===== src/rtl/lsu_stage.sv =====
// rtl/lsu_stage.sv - EX->LSU pipeline stage: effective address, single-outstanding data-memory port, load alignment and write-back forwarding.
module lsu_stage #(
    parameter int TIMEOUT_CYCLES = 255
) (
    input  logic        clk,
    input  logic        rst,
    input  logic        wb_flag_i,
    input  logic [1:0]  LSU_type_i,
    input  logic        store_flag_i,
    input  logic        load_flag_i,
    input  logic        LSU_signed_i,
    input  logic [4:0]  wb_addr_i,
    input  logic [31:0] operand_a_i,
    input  logic [31:0] operand_b_i,
    input  logic [31:0] operand_imm_i,
    input  logic [31:0] wb_data_ex_i,
    output logic        lsu_hold_flag_o,
    output logic        mem_req_o,
    output logic        mem_we_o,
    output logic [31:0] mem_addr_o,
    output logic [31:0] mem_wdata_o,
    output logic [3:0]  mem_wstrb_o,
    input  logic        mem_ack_i,
    input  logic [31:0] mem_rdata_i,
    output logic        misalign_o,
    output logic        bus_err_o,
    output logic        wb_flag_o,
    output logic [4:0]  wb_addr_o,
    output logic [31:0] wb_data_o
);

    typedef enum logic {IDLE, REQ} state_t;

    localparam logic [15:0] T_LAST = 16'(TIMEOUT_CYCLES - 1);

    state_t      r_state;
    logic [15:0] r_cnt;
    logic        r_mem_req;
    logic        r_mem_we;
    logic [31:0] r_mem_addr;
    logic [31:0] r_mem_wdata;
    logic [3:0]  r_mem_wstrb;
    logic [1:0]  r_type;
    logic        r_signed;
    logic [1:0]  r_off;
    logic        r_lwb_flag;
    logic [4:0]  r_lwb_addr;
    logic        r_misalign;
    logic        r_bus_err;
    logic        r_wb_flag;
    logic [4:0]  r_wb_addr;
    logic [31:0] r_wb_data;

    logic [31:0] w_ea;
    logic        w_access;
    logic        w_misalign;
    logic [3:0]  w_wstrb;
    logic [31:0] w_wdata;
    logic [31:0] w_lane;
    logic [31:0] w_load_data;
    logic        w_timeout;

    assign w_ea     = operand_a_i + operand_imm_i;
    assign w_access = load_flag_i | store_flag_i;

    always_comb begin
        w_misalign = 1'b0;
        w_wstrb    = 4'hF;
        w_wdata    = operand_b_i;
        case (LSU_type_i)
            2'b00: begin
                w_wstrb = 4'b0001 << w_ea[1:0];
                w_wdata = {4{operand_b_i[7:0]}};
            end
            2'b01: begin
                w_misalign = w_ea[0];
                w_wstrb    = 4'b0011 << w_ea[1:0];
                w_wdata    = {2{operand_b_i[15:0]}};
            end
            default: w_misalign = |w_ea[1:0];
        endcase
    end

    // Aligned accesses only: shifting by the byte offset brings the lane to bit 0.
    assign w_lane = mem_rdata_i >> {r_off, 3'b000};

    always_comb begin
        w_load_data = w_lane;
        case (r_type)
            2'b00:   w_load_data = {{24{r_signed & w_lane[7]}}, w_lane[7:0]};
            2'b01:   w_load_data = {{16{r_signed & w_lane[15]}}, w_lane[15:0]};
            default: w_load_data = w_lane;
        endcase
    end

    assign w_timeout = (r_cnt == T_LAST);

    always_comb begin
        if (r_state == IDLE)
            lsu_hold_flag_o = w_access & ~w_misalign;
        else
            lsu_hold_flag_o = ~mem_ack_i & ~w_timeout;
    end

    always_ff @(posedge clk) begin
        if (rst) begin
            r_state     <= IDLE;
            r_cnt       <= '0;
            r_mem_req   <= 1'b0;
            r_mem_we    <= 1'b0;
            r_mem_addr  <= '0;
            r_mem_wdata <= '0;
            r_mem_wstrb <= '0;
            r_type      <= '0;
            r_signed    <= 1'b0;
            r_off       <= '0;
            r_lwb_flag  <= 1'b0;
            r_lwb_addr  <= '0;
            r_misalign  <= 1'b0;
            r_bus_err   <= 1'b0;
            r_wb_flag   <= 1'b0;
            r_wb_addr   <= '0;
            r_wb_data   <= '0;
        end else begin
            r_misalign <= 1'b0;
            r_bus_err  <= 1'b0;
            case (r_state)
                IDLE: begin
                    if (!w_access) begin
                        r_wb_flag <= wb_flag_i;
                        r_wb_addr <= wb_addr_i;
                        r_wb_data <= wb_data_ex_i;
                    end else if (w_misalign) begin
                        r_misalign <= 1'b1;
                        r_wb_flag  <= 1'b0;
                    end else begin
                        r_mem_addr  <= {w_ea[31:2], 2'b00};
                        r_mem_we    <= store_flag_i;
                        r_mem_wstrb <= store_flag_i ? w_wstrb : 4'h0;
                        r_mem_wdata <= w_wdata;
                        r_type      <= LSU_type_i;
                        r_signed    <= LSU_signed_i;
                        r_off       <= w_ea[1:0];
                        r_lwb_flag  <= wb_flag_i;
                        r_lwb_addr  <= wb_addr_i;
                        r_mem_req   <= 1'b1;
                        r_cnt       <= '0;
                        r_wb_flag   <= 1'b0;
                        r_state     <= REQ;
                    end
                end
                REQ: begin
                    if (mem_ack_i) begin
                        r_mem_req <= 1'b0;
                        r_state   <= IDLE;
                        if (!r_mem_we) begin
                            r_wb_flag <= r_lwb_flag;
                            r_wb_addr <= r_lwb_addr;
                            r_wb_data <= w_load_data;
                        end else begin
                            r_wb_flag <= 1'b0;
                        end
                    end else begin
                        r_wb_flag <= 1'b0;
                        if (w_timeout) begin
                            r_mem_req <= 1'b0;
                            r_bus_err <= 1'b1;
                            r_state   <= IDLE;
                        end else begin
                            r_cnt <= r_cnt + 16'd1;
                        end
                    end
                end
                default: r_state <= IDLE;
            endcase
        end
    end

    assign mem_req_o   = r_mem_req;
    assign mem_we_o    = r_mem_we;
    assign mem_addr_o  = r_mem_addr;
    assign mem_wdata_o = r_mem_wdata;
    assign mem_wstrb_o = r_mem_wstrb;
    assign misalign_o  = r_misalign;
    assign bus_err_o   = r_bus_err;
    assign wb_flag_o   = r_wb_flag;
    assign wb_addr_o   = r_wb_addr;
    assign wb_data_o   = r_wb_data;

endmodule


===== config.mk =====
export PLATFORM = sky130hd
export DESIGN_NAME = lsu_stage
export DESIGN_NICKNAME = d
export VERILOG_FILES = /design/src/rtl/lsu_stage.sv
export SDC_FILE = /design/constraint.sdc
export NUM_CORES = 1
export LEC_CHECK = 0
export BUFFER_PORTS_ARGS = -buffer_cell sky130_fd_sc_hd__buf_2
export CAP_MARGIN = 20
export CORE_MARGIN = 2
export CORE_UTILIZATION = 46
export DETAILED_ROUTE_END_ITERATION = 10
export GPL_TIMING_DRIVEN = 0
export PLACE_DENSITY = 0.83
export SETUP_SLACK_MARGIN = 0.3
export SYNTH_ARGS = -nofsm -noshare
export SYNTH_HDL_FRONTEND = slang
export SYNTH_SLANG_ARGS = --single-unit

===== constraint.sdc =====
create_clock -name clk -period 2.7 [get_ports clk]
set_input_delay 0.405 -clock clk [delete_from_list [all_inputs] [get_ports clk]]
set_output_delay 0.405 -clock clk [all_outputs]
set_load 0.1 [all_outputs]

* Word-level counts from Yosys, hierarchy flattened *
Cells that the tools add are included.

storage, ports and cells
  word-level logic and storage cells = 87
  register bits = 136
  memory bits (writable) = 0
  output and inout bits = 111
  bits in latches = 0
  memories = 0
  bits of input ports = 174
  memory bits (read-only) = 0

cells by class
  $add $sub $neg = 2
  reductions and logical operators = 9
  div/mod/pow operators = 0
  eq/ne operators = 11
  $mul = 0
  shift operators = 3
  $lt $le $gt $ge = 0
  mux-type cells = 35
  bitwise logic cells = 10

operators by type and width
  cell                     count
  $pmux W32 S2             3
  $mux W32                 3
  $mux W16                 4
  $add A32 B32 Y32         1
  $pmux W16 S2             1
  $shr A32 B5 Y32          1
  $add A16 B1 Y16 const B  1
  $eq A16 B8 Y1 const B    1
  $mux W5                  3
  $mux W1                  14
  $ne A2 B2 Y1 const B     7
  $pmux W5 S2              1
  $reduce_and A3 Y1        3
  $pmux W1 S2              4
  $pmux W4 S2              1
  $reduce_or A3 Y1         2
  $not A1 Y1               5
  $and A1 B1 Y1            4
  $eq A2 B1 Y1 const B     2
  $logic_not A2 Y1         2
  $mux W4                  1
  $reduce_and A4 Y1        1
  $shl A1 B2 Y4 const A    1
  $shl A2 B2 Y4 const A    1
  3 further kinds          3

* Longest topological paths before layout *
  depth after elaboration = 6
  mapped depth = 11
  gate-level depth less buffers = 10

* Worst setup path before layout *
No wires, ideal clock.

  path type = input-to-reg
  start point = input port operand_a_i[0]
  end point = register r_cnt[3]
  stages = 11
  buffers on the path = 1
  arrival time = 2.848 ns
  required time = 2.572 ns
  path slack = -0.276 ns
  setup time = 0.128 ns
  cell sequence = ha_1 fa_1 a21oi_2 nor2_1 nor3_1 buf_2 nor2_1 inv_1 nand3_1 xor2_1 nor2_1

between the ends
  word-level cells in the longest chain between the ends = 5

ends and longest elaborated chain
  what                         line  text
  from (decl)                  13    input logic [31:0] operand_a_i,
  $add A32 B32 Y32             63    assign w_ea = operand_a_i + operand_imm_i;
  net w_ea[1]                  54    logic [31:0] w_ea;
  $reduce_or A2 Y1             80    default: w_misalign = |w_ea[1:0];
  $pmux W1 S2                  70    case (LSU_type_i)
  $ne A2 B2 Y1 (no line)       n/a
  $reduce_and A4 Y1 (no line)  n/a
  to (signal assigned)         170   r_cnt <= r_cnt + 16'd1;
  to (decl)                    37    logic [15:0] r_cnt;

The timed path passes the listed nets, and every way through them passes these cells.
A chain may end at the register's enable or synchronous reset.

* Worst setup path in the final report *
  start point = input port operand_imm_i[0]
  end point = output port lsu_hold_flag_o

between the ends
  word-level cells in the longest chain between the ends = 6

ends and longest elaborated chain
  what                  line  text
  from (decl)           15    input logic [31:0] operand_imm_i,
  $add A32 B32 Y32      63
  net w_ea[1]           54
  $reduce_or A2 Y1      80
  $pmux W1 S2           70
  $not A1 Y1 (no line)  n/a
  $and A1 B1 Y1         100   lsu_hold_flag_o = w_access & ~w_misalign;
  $mux W1               99    if (r_state == IDLE)
  to (decl)             17    output logic lsu_hold_flag_o,

The timed path passes the listed nets, and every way through them passes these cells.

==> flow_summary.ini <==
[outcome]
status = finished clean

[sta]
finalSetupViolCount = 0
setup_tns_ps = 0
fmax_mhz = 395
min_period_over_period = 0.938
period_needed_ps = 2530
hold_ws_ps = 225
skew_ps = 7.20
finalHoldViolCount = 0
worst_pin_slew_ps = 785
drv_slew = 0
setup_ws_ps = 168
relSlewSlack = 0.477
rsz0062_at_grt = yes

[finish]
final_util = 0.612
drive_above_1_share = 0.279
layout_commonest_cell = buf_2
fin_nets = 1553
seqCellArea_sq_um = 2720
area_growth_pct = 31.5
final_cell_mix = buf_2, nand2_1, dfxtp_1, a21oi_1, nor2_1
multi_input_area_sq_um = 4990
fillers = 1524

[clocking]
clkSlewWorstSetupHoldPaths_ps = 50
clk_latency_ps = 430
cts_buffers = 17
cts_hold_buf = 0
cts_tree = yes
root_buffer = clkbuf_16
cts_sinks = 136
htreeDepth = 4
clockBufferDepth = 2

[power]
powerDensity_nw_per_um2 = 708
switchingPower_mw = 3.25
pwr-share-comb = 0.402
pwr-share-clk = 0.286
seq_power_share = 0.312
p_leak_nw = 4.57
p_int_mw = 4.14
switching_share = 0.440
vdd_drop_max_mv = 0.522

[die]
ios = 285
rows = 48
die_h_um = 135
fp.dieArea_sq_um = 18300
core-area_sq_um = 17100
chipWidth_um = 135
start_util = 0.466

[synth]
synthArstFlopShare = 0
yosysSeqAreaShare = 0.343
yosysTopAreaCellShare = 0.343
synth_area_leaders = dfxtp_1, nand2_1, a21oi_1
synthCells = 1033
yosys_warnings = 0
syn_area_sq_um = 7940
ys_seq_elements = 136
syn_area_per_cell_sq_um = 7.69
yosys_most_used_dff = dfxtp_1
synth_cell_types = 68
yosysTopAreaCell = dfxtp_1
synth_edf_count = 0

[worst_setup_path]
crit_type = in -> out
cp-start-kind = input port
cp_slowest_cell = fa_2
critPathRequiredTime_ps = 2300
worstPathMaxFanout = 3
cpPeakStageDelay_ps = 580
worstPathArrival_ps = 2130
r2r.worst_path.cells = 6
path_cells = buf_8, ha_4, fa_2, a21oi_2, nor2_2, nor3_2, buf_6, nor2_4, clkinvlp_4, buf_12
cp-end-kind = primary output

[hold_path]
holdCritPathClass = in -> reg
min_path_cells = 3

[drt]
wl_um = 28300
wl_met1_um = 11400
avgViaCountPerCell = 5.64
dr_wl_met2_um = 13800
drt_iter0_drc = 428
route.met3.wl_um = 2360
drtAntennaViolNets = 0
top_layer = met4
num_vias = 8935
drtPass1Iterations = 5
wl_per_cell_um = 17.8
drc_errors = 0

[grt]
grt_pass1_vias = 8392
grt_max_degree = 17
overflow = 0
antenna_found_initial = 2
gr-usage-all-layers = 0.299
grt_pass1_wl_um = 42700

[placement]
place.gp.congestion = 0.991
place_ws_ps = -443
io_buffers = 281
dpl.hpwl_um = 21900

[run]
maxCapViolations = 0
## flip-flops by register name, indices dropped and copies added, names as in the netlist, 4 cells and up
signal	cells
mem_addr_o	30
mem_wdata_o	32
mem_wstrb_o	4
r_cnt	16
r_lwb_addr	5
wb_addr_o	5
wb_data_o	32
## synthesized netlist by cell type, drive strengths merged (3+ instances only)
library cell    n
a211oi         25
nor2           90
a311oi         14
a21boi          3
ha             33
o21a            5
buf            26
o31ai           3
and3            8
o21bai          6
nor3           14
nand4          13
xor2           14
xnor2          17
a31oi           9
o211ai         10
clkbuf         47
o221ai         16
and2           10
mux2i          35
nand3b          4
dfxtp         136
a221oi          4
nor2b          20
inv            11
nand3          16
nand2b          7
a21o           21
nand2         174
a21oi         124
or3             6
o2111ai         3
o21ai          77
## per-layer routing
| metal | vias up | GRT usage |
|---|---|---|
| met4 | 0 | 0.119 |
| met5 | - | 0 |
| met3 | 55 | 0.0730 |
| li1 | 4335 | - |
| met1 | 4141 | 0.352 |
| met2 | 404 | 0.524 |
## logic make-up (layout without fill, tap and decap cells)
kind of cell	Yosys count	in the layout	synth area share
compound gates	335	335	0.263
xor+xnor	31	31	0.0342
fa+ha+maj	34	34	0.0545
buf+inv	85	409	0.0452
flops	136	136	0.343
mux	36	36	0.0455
other cells	1	3	0.000472
simple gates	375	375	0.214
## cell type report
class / count / share of cell area
multi-input cells: 813 / 0.478
flip-flops and latches: 136 / 0.261
repair buffers: 292 / 0.147
clock buffers: 23 / 0.0458
plain buffers: 73 / 0.0325
well taps: 225 / 0.0270
clock inverters: 9 / 0.00479
inverters: 12 / 0.00467
diodes: 1 / 0.000240
## power by group through the flow
| stage | Combinational (mW) | Sequential [mW] | Clock, mW |
|---|---|---|---|
| floorplan | 0.993 | 3.57 | 0 |
| global placement | 2.86 | 2.34 | 0 |
| detailed placement | 2.88 | 2.34 | 0 |
| CTS | 2.92 | 2.30 | 2.13 |
| global route | 3.14 | 2.32 | 2.23 |
| finish | 2.97 | 2.30 | 2.12 |
## worst paths after layout
path	from	endpoint	slack (ps)
worst max register to register	r_state	wb_data_o[9]	460
worst max-delay path	operand_imm_i[0]	lsu_hold_flag_o	170
worst min register to register	mem_wdata_o[19]	mem_wdata_o[19]	450
worst min-delay path	LSU_signed_i	r_signed	230
## worst max-delay path, delay by kind of cell
kind / cells / cell delay [ps]
adders and majority gates: 2 / 730
buffers and inverters: 4 / 550
and+or+nand+nor: 3 / 350
AOI/OAI and AO/OA: 1 / 70
## per-stage QoR
step / cells / total power, mW / area (sq um)
after floorplan: 1034 / 4.57 / 8020
after global placement: 1540 / 5.20 / 9710
after detailed placement: 1540 / 5.22 / 9710
after CTS: 1577 / 7.35 / 10300
after global routing: 1584 / 7.69 / 10400
final: 1584 / 7.39 / 10400
## timing repair
item | CTS | global route
buffers inserted | 5 | 6
endpoints found under the setup margin | 33 | 55
resized for setup | 12 | 22
endpoints found under the hold margin | 0 | 0
pin swaps | 6 | 2
(Power assumes the default switching activity.)
